==> src/rtl/mantissa_addsub_serial.sv <==
// mantissa_addsub_serial: digit-serial two's-complement add/sub, LSB first, registered inter-digit carry.
// Define ADDSUB_ABS_EN to add a serial negate pass that returns |A-B| with neg=1 on a borrowing subtract.
module mantissa_addsub_serial #(
  parameter int WIDTH = 24,
  parameter int DIGIT = 4
) (
  input  logic             clk,
  input  logic             rst,
  input  logic             in_valid,
  output logic             in_ready,
  input  logic [WIDTH-1:0] reg1,
  input  logic [WIDTH-1:0] reg2,
  input  logic             op,
  output logic             out_valid,
  input  logic             out_ready,
  output logic [WIDTH-1:0] result,
  output logic             cout,
  output logic             neg
);
  localparam int NDIG = WIDTH / DIGIT;
  localparam int CW = NDIG > 1 ? $clog2(NDIG) : 1;
  typedef enum logic [1:0] {
    IDLE = 2'd0,
    ADD  = 2'd1,
`ifdef ADDSUB_ABS_EN
    NEG  = 2'd2,
`endif
    DONE = 2'd3
  } state_t;
  state_t state_q, state_d;
  logic [WIDTH-1:0] a_q, a_d, b_q, b_d, res_q, res_d, res_sh;
  logic [CW-1:0] cnt_q, cnt_d;
  logic op_q, op_d, carry_q, carry_d, cout_q, cout_d, last, pass_neg;
  logic [DIGIT-1:0] x, y;
  logic [DIGIT:0] sum;
`ifdef ADDSUB_ABS_EN
  logic neg_q, neg_d;
  assign pass_neg = state_q == NEG;
  assign neg = neg_q;
`else
  assign pass_neg = 1'b0;
  assign neg = 1'b0;
`endif
  assign in_ready = state_q == IDLE;
  assign out_valid = state_q == DONE;
  assign result = res_q;
  assign cout = cout_q;
  // Operands and result shift right one digit per cycle, so the active digit always sits at bit 0.
  always_comb begin
    last = cnt_q == CW'(NDIG - 1);
    x = pass_neg ? ~res_q[DIGIT-1:0] : a_q[DIGIT-1:0];
    y = pass_neg ? '0 : b_q[DIGIT-1:0] ^ {DIGIT{op_q}};
    sum = {1'b0, x} + {1'b0, y} + {{DIGIT{1'b0}}, carry_q};
    res_sh = WIDTH'({sum[DIGIT-1:0], res_q} >> DIGIT);
    state_d = state_q;
    a_d = a_q;
    b_d = b_q;
    op_d = op_q;
    cnt_d = cnt_q;
    carry_d = carry_q;
    res_d = res_q;
    cout_d = cout_q;
`ifdef ADDSUB_ABS_EN
    neg_d = neg_q;
`endif
    case (state_q)
      IDLE: if (in_valid) begin
        a_d = reg1;
        b_d = reg2;
        op_d = op;
        carry_d = op;
        cnt_d = '0;
        cout_d = 1'b0;
`ifdef ADDSUB_ABS_EN
        neg_d = 1'b0;
`endif
        state_d = ADD;
      end
      ADD: begin
        a_d = a_q >> DIGIT;
        b_d = b_q >> DIGIT;
        res_d = res_sh;
        carry_d = sum[DIGIT];
        cnt_d = last ? '0 : cnt_q + CW'(1);
        if (last) begin
          cout_d = sum[DIGIT];
          state_d = DONE;
`ifdef ADDSUB_ABS_EN
          if (op_q && !sum[DIGIT]) begin
            state_d = NEG;
            carry_d = 1'b1;
          end
`endif
        end
      end
`ifdef ADDSUB_ABS_EN
      NEG: begin
        res_d = res_sh;
        carry_d = sum[DIGIT];
        cnt_d = last ? '0 : cnt_q + CW'(1);
        if (last) begin
          neg_d = 1'b1;
          state_d = DONE;
        end
      end
`endif
      DONE: if (out_ready) state_d = IDLE;
      default: state_d = IDLE;
    endcase
  end
  always_ff @(posedge clk) begin
    if (rst) begin
      state_q <= IDLE;
      a_q <= '0;
      b_q <= '0;
      op_q <= 1'b0;
      cnt_q <= '0;
      carry_q <= 1'b0;
      res_q <= '0;
      cout_q <= 1'b0;
    end else begin
      state_q <= state_d;
      a_q <= a_d;
      b_q <= b_d;
      op_q <= op_d;
      cnt_q <= cnt_d;
      carry_q <= carry_d;
      res_q <= res_d;
      cout_q <= cout_d;
    end
  end
`ifdef ADDSUB_ABS_EN
  always_ff @(posedge clk) begin
    if (rst) neg_q <= 1'b0;
    else neg_q <= neg_d;
  end
`endif
endmodule

==> config.mk <==
export PLATFORM = sky130hd
export DESIGN_NAME = mantissa_addsub_serial
export DESIGN_NICKNAME = d
export VERILOG_FILES = /design/src/rtl/mantissa_addsub_serial.sv
export SDC_FILE = /design/constraint.sdc
export NUM_CORES = 1
export LEC_CHECK = 0
export CORE_MARGIN = 5
export CORE_UTILIZATION = 44
export DETAILED_ROUTE_END_ITERATION = 6
export GPL_TIMING_DRIVEN = 0
export PLACE_DENSITY_LB_ADDON = 0.08
export SLEW_MARGIN = 20
export SYNTH_ARGS = -nofsm -noshare
export SYNTH_HDL_FRONTEND = slang
export SYNTH_SLANG_ARGS = --single-unit
export TNS_END_PERCENT = 30
==> constraint.sdc <==
create_clock -name clk -period 2 [get_ports clk]
set_input_delay 0.4 -clock clk [delete_from_list [all_inputs] [get_ports clk]]
set_output_delay 0.4 -clock clk [all_outputs]
set_load 0.02 [all_outputs]
* Word-level counts from Yosys, hierarchy flattened
Cells that the tools add are included.
Cells by class: bitwise logic cells 1, equal/unequal tests 6, add/subtract/negate cells 3, mux-type cells 16, reduce and logical (&&, ||, !) cells 6
Operators with widths (number):
- $pmux W24 S2 | 2
- $mux W24 | 2
- $mux W2 | 3
- $mux W3 | 2
- $pmux W2 S3 | 1
- $pmux W3 S2 | 1
- $reduce_and A3 Y1 | 2
- $add A4 B4 Y5 | 1
- $add A5 B1 Y5 | 1
- $ne A2 B2 Y1 const B | 2
- $pmux W1 S2 | 2
- $reduce_and A2 Y1 | 2
- $xor A4 B4 Y4 | 1
- $add A3 B1 Y3 const B | 1
- $eq A3 B3 Y1 const B | 1
- $mux W1 | 3
- $eq A2 B1 Y1 const B | 1
- $eq A2 B2 Y1 const B | 1
- $logic_not A2 Y1 | 1
- $ne A2 B1 Y1 const B | 1
- $reduce_bool A2 Y1 | 1
Word-level totals: word-level logic and storage cells 40, output and inout port bits 28, input port bits 53, register bits after elaboration 80

* Logic depth before layout (Yosys ltp)
Gate-level depths: netlist (run 1).
depth after elaboration 5, mapped depth 8, depth with buffers taken out 7

* Least setup slack after synthesis (run 1)
Ideal clock, no wire load.
path type register to register, start point register op_q, end point register carry_q, cell stages (with the launch flop) 9, setup time 134 ps, data arrival time 1910 ps, setup slack -44 ps, required time 1866 ps, cell sequence dfxtp_1 -> clkbuf_1 -> xor2_1 -> fa_1 -> fa_1 -> a211oi_1 -> nor3_1 -> a21oi_1 -> a211oi_1
Between the ends: cells in the longest elaborated chain, start to end 4
Ends and longest elaborated chain:
- from (decl) | line 33 | logic op_q, op_d, carry_q, carry_d, cout_q, cout_d, last, pass_neg;
- from (signal assigned) | line 125 | op_q <= op_d;
- $xor A4 B4 Y4 | line 52 | y = pass_neg ? '0 : b_q[DIGIT-1:0] ^ {DIGIT{op_q}};
- $add A4 B4 Y5 | line 53 | sum = {1'b0, x} + {1'b0, y} + {{DIGIT{1'b0}}, carry_q};
- $add A5 B1 Y5 | line 53
- $pmux W1 S2 | line 66 | case (state_q)
- to (signal assigned) | line 127 | carry_q <= carry_d;
- to (decl) | line 33
Every way passes these cells. A chain may end at the register's enable or synchronous reset.

* Final worst setup path (run 1)
Ends and elaborated chain as after synthesis.

==> key figures, run 1 <==
Pwr
  • PD cells: 841 nW/um^2
  • LEAKAGE: 1.73 nW
  • Final Power: 3.81 mW
  • VDD IR max: 416 uV

CTS
  • H-tree lvl count: 3
  • Latest clock arrival within the worst-skew pair: 0.35 ns
  • Clock buffer depth: 2
  • CTS Buf Count: 9
  • Clock transition at path regs: 0.08 ns
  • CTS tree: yes
  • Root Buffer: clkbuf_8
  • Clk sinks: 80
  • CTS Hold Bufs: 0

Job
  • Max_cap viols: 0

Drt
  • Drc violations: 0
  • Drt pass-1 iters: 4
  • Drt total wl: 8.68 mm
  • Wire length per cell: 14.3 um
  • Vias per cell: 5.13
  • Number of nets with antenna violations after routing: 0
  • Via total after detailed routing: 3110
  • Initial DRC count: ~140

Placement
  • Port Buffers: just under 80
  • DP Cell Count: 590
  • Dpl cell area: ~4300 um^2
  • Final GP Congestion: 0.803
  • Hpwl dp: 6.34 mm
  • Worst slack, placed: -0.124 ns

Critical path
  • CP peak stage delay: ~0.37 ns
  • Critical R2R Launch: op_q$_SDFFE_PP0P_
  • Length in cells of the worst reg-to-reg path: 7
  • Crit-path cells: xor2_1, fa_2, fa_2, a211oi_2, nor3_2, a21oi_1, a211oi_1
  • CP max FO: 5
  • CP required: 2.21 ns
  • Worst r2r dst: carry_q$_SDFFE_PP0P_
  • Critical path class: register to register
  • Most used cell, CP: fa_2
  • CP Launch Type: register
  • CP arrival: 2.17 ns
  • Crit path from: op_q$_SDFFE_PP0P_
  • Critical-path top delay cell: fa_2
  • R2R Setup Slk: roughly 0.041 ns
  • Crit end category: register

Layout
  • Non-filler instance count after layout: approximately 610
  • Post-route cell area: 4530 um^2
  • Layout cells sized above 1: 0.103
  • Post-layout util: 0.619
  • Commonest cells after routing, fill and taps aside: nand2_1 (125), dfxtp_1 (78), clkdlybuf4s50_1 (78)
  • Nets: 560
  • N_diodes: 0
  • Commonest non-fill, non-tap cell in the layout: nand2_1
  • Synthesis-to-layout area growth: 34.8%

Worst hold path
  • WHS Path Cells: 2
  • Worst min path class: register to register
  • Hold path start: result[2]$_SDFFE_PP0P_
  • WHS Endpoint: result[2]$_SDFFE_PP0P_

Synth
  • Sequential fraction of the synthesis area: 0.476
  • Mapped Area: roughly 3400 um^2
  • Post-synth EDFFs: 0
  • Syn Nets: 471
  • Mean post-synth cell area: 8.15 um^2
  • Async set-reset flop share out of synthesis: 0
  • Flops & latches, synth: 80
  • Synth Flop Type: dfxtp_1
  • Cell count after synthesis: 413
  • YS warnings: 0
  • Count of cell types in the netlist: 36

STA
  • RSZ-0062 raised after global routing: no
  • Worst Tran Pin Value: 0.964 ns
  • Skew final: 0.0137 ns
  • Fin crit share: 0.980
  • Endpoints failing setup: 0
  • Final worst slack: between 0.04 and 0.05 ns
  • Min cycle time layout: 1.96 ns
  • Worst Hold Slack: 0.459 ns
  • Final Hold Viols: 0
  • Fmax: between 0.5 and 0.6 GHz
  • Setup TNS: 0 ns
  • Max-slew violation count: 0
  • Slew margin rel.: 0.356

GRT
  • Tot GR Track Use: 0.186
  • Antenna violations before repair: 0
  • First-pass GRT wire length: 14.4 mm
  • Largest net degree at the start of global routing: 15
  • Vias in the first global route: 3100
  • Grt ovf: 0

Floorplanning
  • Die height: between 90 and 100 um
  • I/O pins: 81
  • Die area: 9500 um^2
  • Starting density of the core: 0.459
  • Row cnt: 31
  • Die W: 97.4 um
  • Core area: between 7000 and 8000 um^2

Status
  • Status: finished clean
worst max-delay path, delay by kind of cell, from the launching register on:
| kind | cells | cell delay, ns |
|---|---|---|
| flops | 1 | 0.36 |
| fa+ha+maj | 2 | 0.73 |
| xor+xnor | 1 | 0.18 |
| simple gates | 1 | 0.09 |
| compound gates | 3 | 0.47 |
logic make-up (layout without fill, tap and decap cells):
| logic type | Yosys count | count (layout) | synth area share |
|---|---|---|---|
| compound gates | 84 | 84 | 0.182 |
| xor+xnor | 6 | 6 | 0.0156 |
| buf+inv | 38 | 132 | 0.0628 |
| simple gates | 197 | 197 | 0.233 |
| flops | 80 | 80 | 0.476 |
| mux | 2 | 2 | 0.00632 |
| other cells | 1 | 1 | 0.00111 |
| fa+ha+maj | 5 | 5 | 0.0231 |
worst max-delay path by stage:
stage	endpoint	slack (ns)
final	carry_q$_SDFFE_PP0P_	0.04
after global routing	out_valid	0.0006
after CTS	carry_q$_SDFFE_PP0P_	0.006
after detailed placement	carry_q$_SDFFE_PP0P_	-0.12
after global placement	carry_q$_SDFFE_PP0P_	-0.07
after floorplan	carry_q$_SDFFE_PP0P_	0.04
Yosys cell counts, types with 2 or more instances:
master | number | area share
a211oi_1 | 3 | 0.0067
clkbuf_1 | 11 | 0.012
nand3b_1 | 2 | 0.0045
a311oi_1 | 40 | 0.10
nor2_1 | 56 | 0.062
fa_1 | 2 | 0.012
dfxtp_1 | 80 | 0.48
nand2_1 | 125 | 0.14
a22oi_1 | 8 | 0.018
a21oi_1 | 27 | 0.040
ha_1 | 3 | 0.011
nor3_1 | 3 | 0.0045
o21ai_0 | 2 | 0.0030
buf_2 | 13 | 0.019
xor2_1 | 5 | 0.013
nand2b_1 | 3 | 0.0056
buf_4 | 11 | 0.025
cell type report:
type	instances	area (um^2)
clock inverters	7	120
well taps	99	124
fillers	654	2800
plain buffers	36	204
clock buffers	9	124
multi-input cells	295	1570
flip-flops and latches	80	1600
repair buffers	79	788
inverters	1	3.75
state kept, by name, indices dropped and copies added (netlist names):
| name | cells |
|---|---|
| state_q | 2 |
| op_q | 1 |
| carry_q | 1 |
| a_q | 24 |
| result | 24 |
| cout | 1 |
| b_q | 24 |
| cnt_q | 3 |
layer usage:
metal / track usage / routed length [um]
met1: 0.237 / 3980
met5: 0 / 0
met3: 0.0409 / 383
met2: 0.309 / 4190
met4: 0.0639 / 129
power by group:
group / switching (mW) / total [mW] / internal [mW]
combinational: 0.318 / 0.604 / 0.287
sequential: 0.0684 / 1.77 / 1.70
clock: 0.614 / 1.45 / 0.831
repair_timing:
item,4_1_cts,5_1_grt
buffers inserted,1,0
hold endpoints to repair,0,0
pin swaps,3,3
endpoints found under the setup margin,3,1
resized for setup,5,0
(Power assumes the default switching activity.)
==> inputs of run 2 (changes only) <==
--- a/config.mk
+++ b/config.mk
@@ -5,6 +5,7 @@
 export SDC_FILE = /design/constraint.sdc
 export NUM_CORES = 1
 export LEC_CHECK = 0
+export ABC_AREA = 0
 export CORE_MARGIN = 5
 export CORE_UTILIZATION = 44
 export DETAILED_ROUTE_END_ITERATION = 6
==> results of run 2 <==
Final layout, timing and power as in run 1 (identical DEF).
==> inputs of run 3 (changes only) <==
--- a/config.mk
+++ b/config.mk
@@ -8,6 +8,7 @@
 export ABC_AREA = 0
 export CORE_MARGIN = 5
 export CORE_UTILIZATION = 44
+export CTS_CLUSTER_DIAMETER = 60
 export DETAILED_ROUTE_END_ITERATION = 6
 export GPL_TIMING_DRIVEN = 0
 export PLACE_DENSITY_LB_ADDON = 0.08
@@ -15,4 +16,4 @@
 export SYNTH_ARGS = -nofsm -noshare
 export SYNTH_HDL_FRONTEND = slang
 export SYNTH_SLANG_ARGS = --single-unit
-export TNS_END_PERCENT = 30
+export TNS_END_PERCENT = 10
==> results of run 3 <==
Final layout, timing and power as in run 1 (identical DEF).
